`config.mk`:
```
export PLATFORM = sky130hd
export DESIGN_NAME = usb_rx
export DESIGN_NICKNAME = d
export VERILOG_FILES = /design/src/rtl/usb_pkg.sv /design/src/rtl/crc5_acc.sv /design/src/rtl/usb_rx.sv
export SDC_FILE = /design/constraint.sdc
export NUM_CORES = 1
export LEC_CHECK = 0
export ABC_AREA = 1
export BUFFER_PORTS_ARGS = -buffer_cell sky130_fd_sc_hd__buf_2
export CAP_MARGIN = 10
export CORE_MARGIN = 2
export CORE_UTILIZATION = 58
export CTS_CLUSTER_DIAMETER = 200
export DETAILED_ROUTE_END_ITERATION = 7
export PLACE_DENSITY = 0.8
export SYNTH_ARGS = -nofsm -noshare
export SYNTH_HDL_FRONTEND = slang
export SYNTH_HIERARCHICAL = 1
export SYNTH_SLANG_ARGS = --single-unit
```
`constraint.sdc`:
```
create_clock -name clk -period 2.2 [get_ports clk]
set_clock_uncertainty 0.05 [all_clocks]
set_input_delay 0.44 -clock clk [delete_from_list [all_inputs] [get_ports clk]]
set_output_delay 0.44 -clock clk [all_outputs]
set_load 0.005 [all_outputs]
```
`src/rtl/usb_pkg.sv`:
```
// rtl/usb_pkg.sv - shared codes, PID values and CRC5 helper for the USB command link
package usb_pkg;

    localparam logic [3:0] BAG_INIT   = 4'd0;
    localparam logic [3:0] BAG_ACK    = 4'd1;
    localparam logic [3:0] BAG_NAK    = 4'd2;
    localparam logic [3:0] BAG_STL    = 4'd3;
    localparam logic [3:0] BAG_DIDX   = 4'd5;
    localparam logic [3:0] BAG_DPARAM = 4'd6;
    localparam logic [3:0] BAG_DDIDX  = 4'd7;

    localparam logic [7:0] PID_SYNC  = 8'h01;
    localparam logic [7:0] PID_ACK   = 8'h2D;
    localparam logic [7:0] PID_NAK   = 8'hA5;
    localparam logic [7:0] PID_STALL = 8'hE1;
    localparam logic [7:0] PID_CMD   = 8'h1E;

    localparam logic [3:0] HEAD_DIDX   = 4'h9;
    localparam logic [3:0] HEAD_DDIDX  = 4'h1;
    localparam logic [3:0] HEAD_DPARAM = 4'h5;

    localparam logic [2:0] ERR_NONE    = 3'd0;
    localparam logic [2:0] ERR_PID     = 3'd1;
    localparam logic [2:0] ERR_LEN     = 3'd2;
    localparam logic [2:0] ERR_HEAD    = 3'd3;
    localparam logic [2:0] ERR_CRC     = 3'd4;
    localparam logic [2:0] ERR_TIMEOUT = 3'd5;

    localparam logic [4:0] CRC5_POLY = 5'b00101;
    localparam logic [4:0] CRC5_INIT = 5'h1F;

    typedef enum logic [3:0] {
        S_IDLE, S_WSYNC, S_RPID, S_RLEN0, S_RLEN1, S_RDATA, S_RCRC, S_DONE, S_ERR
    } rx_state_t;

    // One byte through the CRC5 shift register, LSB first.
    function automatic logic [4:0] crc5_byte(input logic [4:0] c_in, input logic [7:0] b);
        logic [4:0] c;
        logic       fb;
        c = c_in;
        for (int i = 0; i < 8; i++) begin
            fb = c[4] ^ b[i];
            c  = {c[3:0], 1'b0} ^ (fb ? CRC5_POLY : 5'b00000);
        end
        return c;
    endfunction

endpackage

```
`src/rtl/crc5_acc.sv`:
```
// rtl/crc5_acc.sv - byte-wide CRC5 accumulator with registered running value
module crc5_acc
    import usb_pkg::*;
(
    input  logic       clk,
    input  logic       rst,
    input  logic       clr,
    input  logic       en,
    input  logic [7:0] din,
    output logic [4:0] crc
);

    always_ff @(posedge clk or posedge rst) begin
        if (rst)
            crc <= CRC5_INIT;
        else if (clr)
            crc <= CRC5_INIT;
        else if (en)
            crc <= crc5_byte(crc, din);
    end

endmodule

```
`src/rtl/usb_rx.sv`:
```
// rtl/usb_rx.sv - SYNC hunt, PID/length/payload parse and CRC5 check for received command packets
module usb_rx
    import usb_pkg::*;
#(
    parameter int TIMEOUT = 1000
) (
    input  logic        clk,
    input  logic        rst,
    input  logic [7:0]  rxd,
    input  logic        rxd_vld,
    output logic [3:0]  btype,
    output logic [31:0] data_cmd,
    output logic        fd,
    output logic        ferr,
    output logic [2:0]  err_code
);

    localparam int TW = $clog2(TIMEOUT + 1);
    localparam logic [TW-1:0] IDLE_LAST = TW'(TIMEOUT - 1);

    rx_state_t     state, state_n;
    logic [TW-1:0] idle_cnt;
    logic [1:0]    num, dlen;
    logic [7:0]    pay0, pay1;
    logic [4:0]    crc;
    logic          crc_clr, crc_en, in_win;
    logic          ld_done, ld_err;
    logic [2:0]    code_n;
    logic [3:0]    btype_n;
    logic [31:0]   cmd_n;

    crc5_acc u_crc (
        .clk (clk),
        .rst (rst),
        .clr (crc_clr),
        .en  (crc_en),
        .din (rxd),
        .crc (crc)
    );

    assign in_win = state inside {S_RPID, S_RLEN0, S_RLEN1, S_RDATA, S_RCRC};

    always_comb begin
        state_n = state;
        ld_done = 1'b0;
        ld_err  = 1'b0;
        code_n  = ERR_NONE;
        btype_n = btype;
        cmd_n   = data_cmd;
        crc_en  = 1'b0;
        crc_clr = (state == S_RPID);
        case (state)
            S_IDLE:  state_n = S_WSYNC;
            S_WSYNC: if (rxd_vld && rxd == PID_SYNC) state_n = S_RPID;
            S_RPID: if (rxd_vld) begin
                case (rxd)
                    PID_ACK:   begin state_n = S_DONE; ld_done = 1'b1; btype_n = BAG_ACK; cmd_n = '0; end
                    PID_NAK:   begin state_n = S_DONE; ld_done = 1'b1; btype_n = BAG_NAK; cmd_n = '0; end
                    PID_STALL: begin state_n = S_DONE; ld_done = 1'b1; btype_n = BAG_STL; cmd_n = '0; end
                    PID_CMD:   state_n = S_RLEN0;
                    default:   begin state_n = S_ERR; ld_err = 1'b1; code_n = ERR_PID; end
                endcase
            end
            S_RLEN0: if (rxd_vld) begin
                if (rxd == 8'h00) state_n = S_RLEN1;
                else begin state_n = S_ERR; ld_err = 1'b1; code_n = ERR_LEN; end
            end
            S_RLEN1: if (rxd_vld) begin
                if (rxd == 8'd1 || rxd == 8'd2) state_n = S_RDATA;
                else begin state_n = S_ERR; ld_err = 1'b1; code_n = ERR_LEN; end
            end
            S_RDATA: if (rxd_vld) begin
                crc_en = 1'b1;
                if (num == dlen - 2'd1) state_n = S_RCRC;
            end
            S_RCRC: if (rxd_vld) begin
                // CRC is judged before the head nibble so a corrupted frame reports CRC
                if (rxd != {3'b000, ~crc}) begin
                    state_n = S_ERR; ld_err = 1'b1; code_n = ERR_CRC;
                end else if (dlen == 2'd1 && pay0[7:4] == HEAD_DIDX) begin
                    state_n = S_DONE; ld_done = 1'b1; btype_n = BAG_DIDX;
                    cmd_n = {pay0[3:0], 28'h0};
                end else if (dlen == 2'd1 && pay0[7:4] == HEAD_DDIDX) begin
                    state_n = S_DONE; ld_done = 1'b1; btype_n = BAG_DDIDX;
                    cmd_n = {4'h0, pay0[3:0], 24'h0};
                end else if (dlen == 2'd2 && pay0[7:4] == HEAD_DPARAM) begin
                    state_n = S_DONE; ld_done = 1'b1; btype_n = BAG_DPARAM;
                    cmd_n = {8'h0, pay0[3:0], pay1, 12'h0};
                end else begin
                    state_n = S_ERR; ld_err = 1'b1; code_n = ERR_HEAD;
                end
            end
            // A byte landing in DONE/ERR already belongs to the next frame's hunt
            S_DONE, S_ERR: state_n = (rxd_vld && rxd == PID_SYNC) ? S_RPID : S_WSYNC;
            default: state_n = S_IDLE;
        endcase
        if (in_win && !rxd_vld && idle_cnt == IDLE_LAST) begin
            state_n = S_ERR; ld_err = 1'b1; code_n = ERR_TIMEOUT;
        end
    end

    always_ff @(posedge clk or posedge rst) begin
        if (rst) begin
            state    <= S_IDLE;
            idle_cnt <= '0;
            num      <= '0;
            dlen     <= '0;
            pay0     <= '0;
            pay1     <= '0;
            fd       <= 1'b0;
            ferr     <= 1'b0;
            err_code <= '0;
            btype    <= '0;
            data_cmd <= '0;
        end else begin
            state    <= state_n;
            fd       <= ld_done;
            ferr     <= ld_err;
            idle_cnt <= (in_win && !rxd_vld) ? idle_cnt + 1'b1 : '0;
            if (state == S_RLEN1 && rxd_vld)
                dlen <= rxd[1:0];
            if (state == S_RDATA) begin
                if (rxd_vld) begin
                    if (num == 2'd0) pay0 <= rxd;
                    else             pay1 <= rxd;
                    num <= num + 2'd1;
                end
            end else begin
                num <= '0;
            end
            if (ld_done) begin
                btype    <= btype_n;
                data_cmd <= cmd_n;
            end
            if (ld_err)
                err_code <= code_n;
        end
    end

endmodule

```
## After elaboration in Yosys (flattened, before gate mapping)

Cells that the tools add are included.

- Shift-type cells: 0
- $lt $le $gt $ge: 0
- Bitwise logic cells: 18
- Muxes and demuxes: 82
- Add/sub/neg operators: 3
- Equality and inequality tests: 36
- $mul: 0
- Reductions and logical operators: 23
- Divide/modulo/power cells: 0

Operators with widths:

| operator | count |
|---|---|
| two-way mux 32 bit | 7 |
| two-way mux 4 bit | 20 |
| one-hot mux 32 bit (2 select lines) | 1 |
| bitwise XOR 5 bit | 8 |
| two-way mux 3 bit | 11 |
| one-hot mux 4 bit (8 select lines) | 1 |
| two-way mux 1 bit | 23 |
| AND reduction 7 bit | 3 |
| equality test 4 x 3 -> 1 bit (second input constant) | 5 |
| two-way mux 2 bit | 10 |
| equality test 8 bit (second input constant) | 2 |
| one-hot mux 4 bit (2 select lines) | 2 |
| inequality test 3 bit (second input constant) | 4 |
| one-hot mux 3 bit (4 select lines) | 1 |
| one-hot mux 4 bit (3 select lines) | 1 |
| adder 10 x 1 -> 10 bit (second input constant) | 1 |
| equality test 10 bit (second input constant) | 1 |
| two-way mux 10 bit | 1 |
| two-way mux 5 bit | 2 |
| inequality test 2 bit (second input constant) | 5 |
| inequality test 3 x 2 -> 1 bit (second input constant) | 3 |
| equality test 4 x 1 -> 1 bit (second input constant) | 2 |
| equality test 4 x 2 -> 1 bit (second input constant) | 2 |
| equality test 4 bit (second input constant) | 2 |
| 28 further kinds | 44 |

- Bits of input ports: 11
- Output and inout port bits: 41
- Bits in read-only memories: 0
- Logic and storage cells: 174
- RAM bits: 0
- Memories kept: 0
- Flip-flop bits (word level): 80
- Latch bits: 0

## Logic depth before layout (Yosys ltp)

- Depth in word-level cells: 26
- Gate-level depth with buffers: 12
- Mapped depth without buffers: 12

## Modules after synthesis

Netlist, hierarchy kept.

Modules (own cells, without submodules):

| module | cells an instance | area an instance (um^2) | instances |
|---|---|---|---|
| usb_rx | 428 | 3,387.0 | 1 |
| crc5_acc | 97 | 524.3 | 1 |

## Least setup slack after synthesis

OpenSTA, ideal clock, no wires.

- Path kind: flip-flop to flip-flop
- From: register dlen[1]
- To: register data_cmd[20]
- Library setup time: 117 ps
- Path buffers: 1
- Data required time: 2,033 ps
- Arrival time: 1,560 ps
- Cell stages (with the launch flop): 12
- Slack: 473 ps
- Cells stage by stage: dfrtp_1 -> inv_1 -> ha_1 -> nand2_1 -> nor2_1 -> nand2_1 -> nand3_4 -> and2_4 -> nand3_4 -> buf_12 -> nand2_2 -> o21ai_2

- Longest elaborated chain between the ends: 9
- Elaborated cells on any way between the ends: 18
- Classes of those cells: eq/ne: 3; mux: 11; reduce/logical: 4

Ends and longest elaborated chain:

| element | line | text |
|---|---|---|
| from (decl) | usb_rx.sv:23 | `logic [1:0] num, dlen;` |
| from (signal assigned) | usb_rx.sv:121 | `dlen <= rxd[1:0];` |
| equality test 2 bit | usb_rx.sv:86 | `end else if (dlen == 2'd2 && pay0[7:4] == HEAD_DPARAM) begin` |
| logical AND 1 bit | usb_rx.sv:86 |  |
| two-way mux 1 bit | usb_rx.sv:86 |  |
| two-way mux 1 bit | usb_rx.sv:83 | `end else if (dlen == 2'd1 && pay0[7:4] == HEAD_DDIDX) begin` |
| two-way mux 1 bit | usb_rx.sv:80 | `end else if (dlen == 2'd1 && pay0[7:4] == HEAD_DIDX) begin` |
| two-way mux 1 bit | usb_rx.sv:78 | `if (rxd != {3'b000, ~crc}) begin` |
| two-way mux 1 bit | usb_rx.sv:76 | `S_RCRC: if (rxd_vld) begin` |
| one-hot mux 1 bit (2 select lines) | usb_rx.sv:52 | `case (state)` |
| AND reduction 7 bit (no line) | - |  |
| to (signal assigned) | usb_rx.sv:133 | `data_cmd <= cmd_n;` |
| to (decl) | usb_rx.sv:12 | `output logic [31:0] data_cmd,` |

Several ways; a longest one is shown, not always the timed one. The select of a mux whose other input is x is not followed.
A chain may end at the register's enable or synchronous reset.

## Final worst setup path

- From: register dlen[1]
- To: register data_cmd[21]

Same word-level chain as after synthesis.

==> flow_summary.ini <==
[status]
status = complete, no violations

[sta]
slew_violations = 0
maxClockFrequency_ghz = 0.500
setup_slack_ps = 202
finalSetupViolations = 0
fin_tns_setup_ps = 0
hold_viol_final = 0
finalCritPeriodShare_pct = 90.8
rsz0062_at_grt = false
fin_crit_ps = 2000

[power_and_ir_drop]
cellLeakagePower_nw = 2.41
ir_worst_vdd_uv = 723
pwr-share-comb_pct = 19.7
p_switching_mw = 1.01
internal_power_mw = 2.32
powerDensity_nw_per_um2 = 759
swShare_pct = 30.4
p_clk_share_pct = 38.5
seqPwrFrac_pct = 41.8
power_mw = 3.33

[setup_path]
reg2reg_to = data_cmd[21]$_DFFE_PP0P_
slowest_stage = dfrtp_1
cp_max_fo = 23
worstSetupStartpointType = register
r2r-start = dlen[1]$_DFFE_PP0P_
cpMostUsedCell = nand2_1
critPathArrivalTime_ps = 2190
slowest_delay_ps = 410
rrSetupSlack_ps = 200
crit_chain = inv_1, ha_1, nand2_1, nor2_1, nand2_1, nand3_4, and2_4, nand3_4, buf_12, nand2_1, o21ai_2
worstPathRequired_ps = 2390
end_kind = register
worstSetupPathType = reg2reg
r2r.worst_path.cells = 11

[final_layout]
seqCellArea_um2 = 1680
finalCoreUtilization_pct = 68.2
n_fill_cell = 535
layout-drive-gt1-share_pct = 21.2
antennaDiodeCount = 0
finalInstanceArea_um2 = 4380
area_growth_pct = 12.1
multiInputGateArea_um2 = 1830
fin_nets = 586

[grt]
grt_pass1_vias = 3197
grt_pass1_wl_um = 14400
grt_max_degree = 39
grt_usage_pct = 24.8
antenna_found_initial = 0
grt_overflow_total = 0

[route]
num_vias = 3355
drt-total-wl_um = 8220
drt_iter0_drc = 149
via_per_inst = 5.14
drtPass1Iterations = 4
antenna_left = 0
wl_per_cell_um = 12.6
route.detailed.drc = 0

[die]
row_count = 29
core_um2 = 6420
die_h_um = 86.1
die_x_um = 86.1
pin_count = 52
die-area_um2 = 7420
start_util_pct = 60.9

[yosys]
post-synth-top-count-cell = nand2_1
synth_top_area_share_pct = 39.7
async_reset_ff_share_pct = 100
netlist_top_cells_count = nand2_1 (171), inv_1 (69), dfrtp_1 (62), nor2_1 (40), nand3_1 (34)
ys_seq_area_share_pct = 43.0
avgSynthCellArea_um2 = 7.45
synthCells = 525
synth_area_leader_cell = dfrtp_1
yosysWarnings = 6
netlist_area_um2 = 3910
synthFlopType = dfrtp_1
synthTopCellsByArea = dfrtp_1 (40%), nand2_1 (16%), inv_1 (6.6%)
ys_types = 37
synth-seq-cells = 67
synth-edff-count = 0

[placed_design]
placed_area_um2 = 4120
dp_hpwl_um = 6280
post-place-ws_ps = 93.1
portBuffers = 38
gp_congestion = 0.891

[clock_network]
clock_sinks = 67
clkTransAtPathRegs_ps = 80
cts_tree = done
cts_max_path_buffers = 2
cts_inserted_buffers = 9
root_buffer = clkbuf_8
htree_levels = 3
cts_hold_buf = 0
clock_latency_ps = 350

[run]
cap_violations = 0

[min_path]
min_path_type = in2async
cells in the final DEF, fill, tap and decap left out, types with 2 or more instances in the layout:
master / instances
nand2_1: 171
inv_1: 68
dfrtp_1: 62
nor2_1: 39
buf_2: 38
nand3_1: 34
nand2_2: 25
o21ai_0: 24
conb_1: 13
a21oi_1: 12
o21ai_2: 11
clkbuf_8: 10
inv_2: 8
nor2_2: 6
nor3_1: 5
nor3b_1: 5
dfstp_2: 5
nand4_1: 4
ha_1: 4
nor2_4: 3
xnor2_1: 3
nand3_4: 3
bufinv_16: 3
buf_4: 3
xor2_1: 2
clkinv_4: 2
o21ai_1: 2
stage by stage:
| stage | cells | hold WS (ps) |
|---|---|---|
| after floorplan | 537 | 367 |
| after global placement | 637 | 399 |
| after detailed placement | 637 | 400 |
| after CTS | 653 | 90.1 |
| after global routing | 653 | 113 |
| final | 653 | 86.4 |
power groups by stage:
stage	clock [mW]	combinational (mW)	sequential, mW
after global routing	1.37	0.747	1.40
final	1.28	0.654	1.39
after CTS	1.30	0.653	1.39
after global placement	0	0.641	1.41
after detailed placement	0	0.646	1.41
after floorplan	0	0.488	1.40
critical path: cells and delay by family (launching register included):
family                   cells  cell delay, ps
AO/OA/AOI/OAI                1              60
adder cells (fa/ha/maj)      1             130
buffers and inverters        2             260
flip-flops                   1             410
AND/OR/NAND/NOR              7             980
registers in the layout, summed over array words and instances, names as in the netlist:
signal     cells
data_cmd      20
dlen           2
state          4
pay0           8
num            2
err_code       3
idle_cnt      10
btype          3
ferr           1
fd             1
pay1           8
u_crc/crc      5
logic make-up (layout without fill, tap and decap cells):
group,Yosys count,count (layout),share of synthesized area (%)
AO/OA/AOI/OAI,54,54,8.32
XOR/XNOR,5,5,1.12
adder cells (fa/ha/maj),4,4,1.28
buffers and inverters,96,135,11.6
flip-flops,67,67,43.0
other,1,13,0.0959
AND/OR/NAND/NOR,298,298,34.5
cell type report:
type                    count  share of cell area (%)
flip-flops and latches     67                    38.4
clock buffers              10                    3.14
multi-input cells         374                    41.7
inverters                  77                    6.65
clock inverters             6                    2.57
well taps                  77                    2.20
repair buffers             42                    5.31
metal layers:
metal | routed length, um | track usage [%] | share of wire, % | vias up
met1 | 3690 | 32.7 | 45 | 1550
met2 | 3960 | 40.2 | 48 | 95
li1 | - | - | - | 1695
met5 | 0 | 0 | 0 | -
met4 | 142 | 7.79 | 1.7 | 0
met3 | 430 | 6.45 | 5.2 | 15
timing repair:
action                     4_1_cts  5_1_grt
gates resized for setup          0        2
buffers inserted                 0        0
setup endpoints to repair        0        3
worst max path at each step:
stage	start	endpoint	slack, ps	cells past startpoint
finish	dlen[1]$_DFFE_PP0P_	data_cmd[21]$_DFFE_PP0P_	200	11
global route	dlen[0]$_DFFE_PP0P_	err_code[2]$_DFFE_PP0P_	30	9
CTS	dlen[1]$_DFFE_PP0P_	data_cmd[23]$_DFFE_PP0P_	150	9
detailed placement	rxd[4]	data_cmd[23]$_DFFE_PP0P_	90	10
global placement	rxd[4]	data_cmd[22]$_DFFE_PP0P_	110	10
floorplan	rst	btype[0]$_DFFE_PP0P_	170	1
Power figures use the tool's default switching activity.
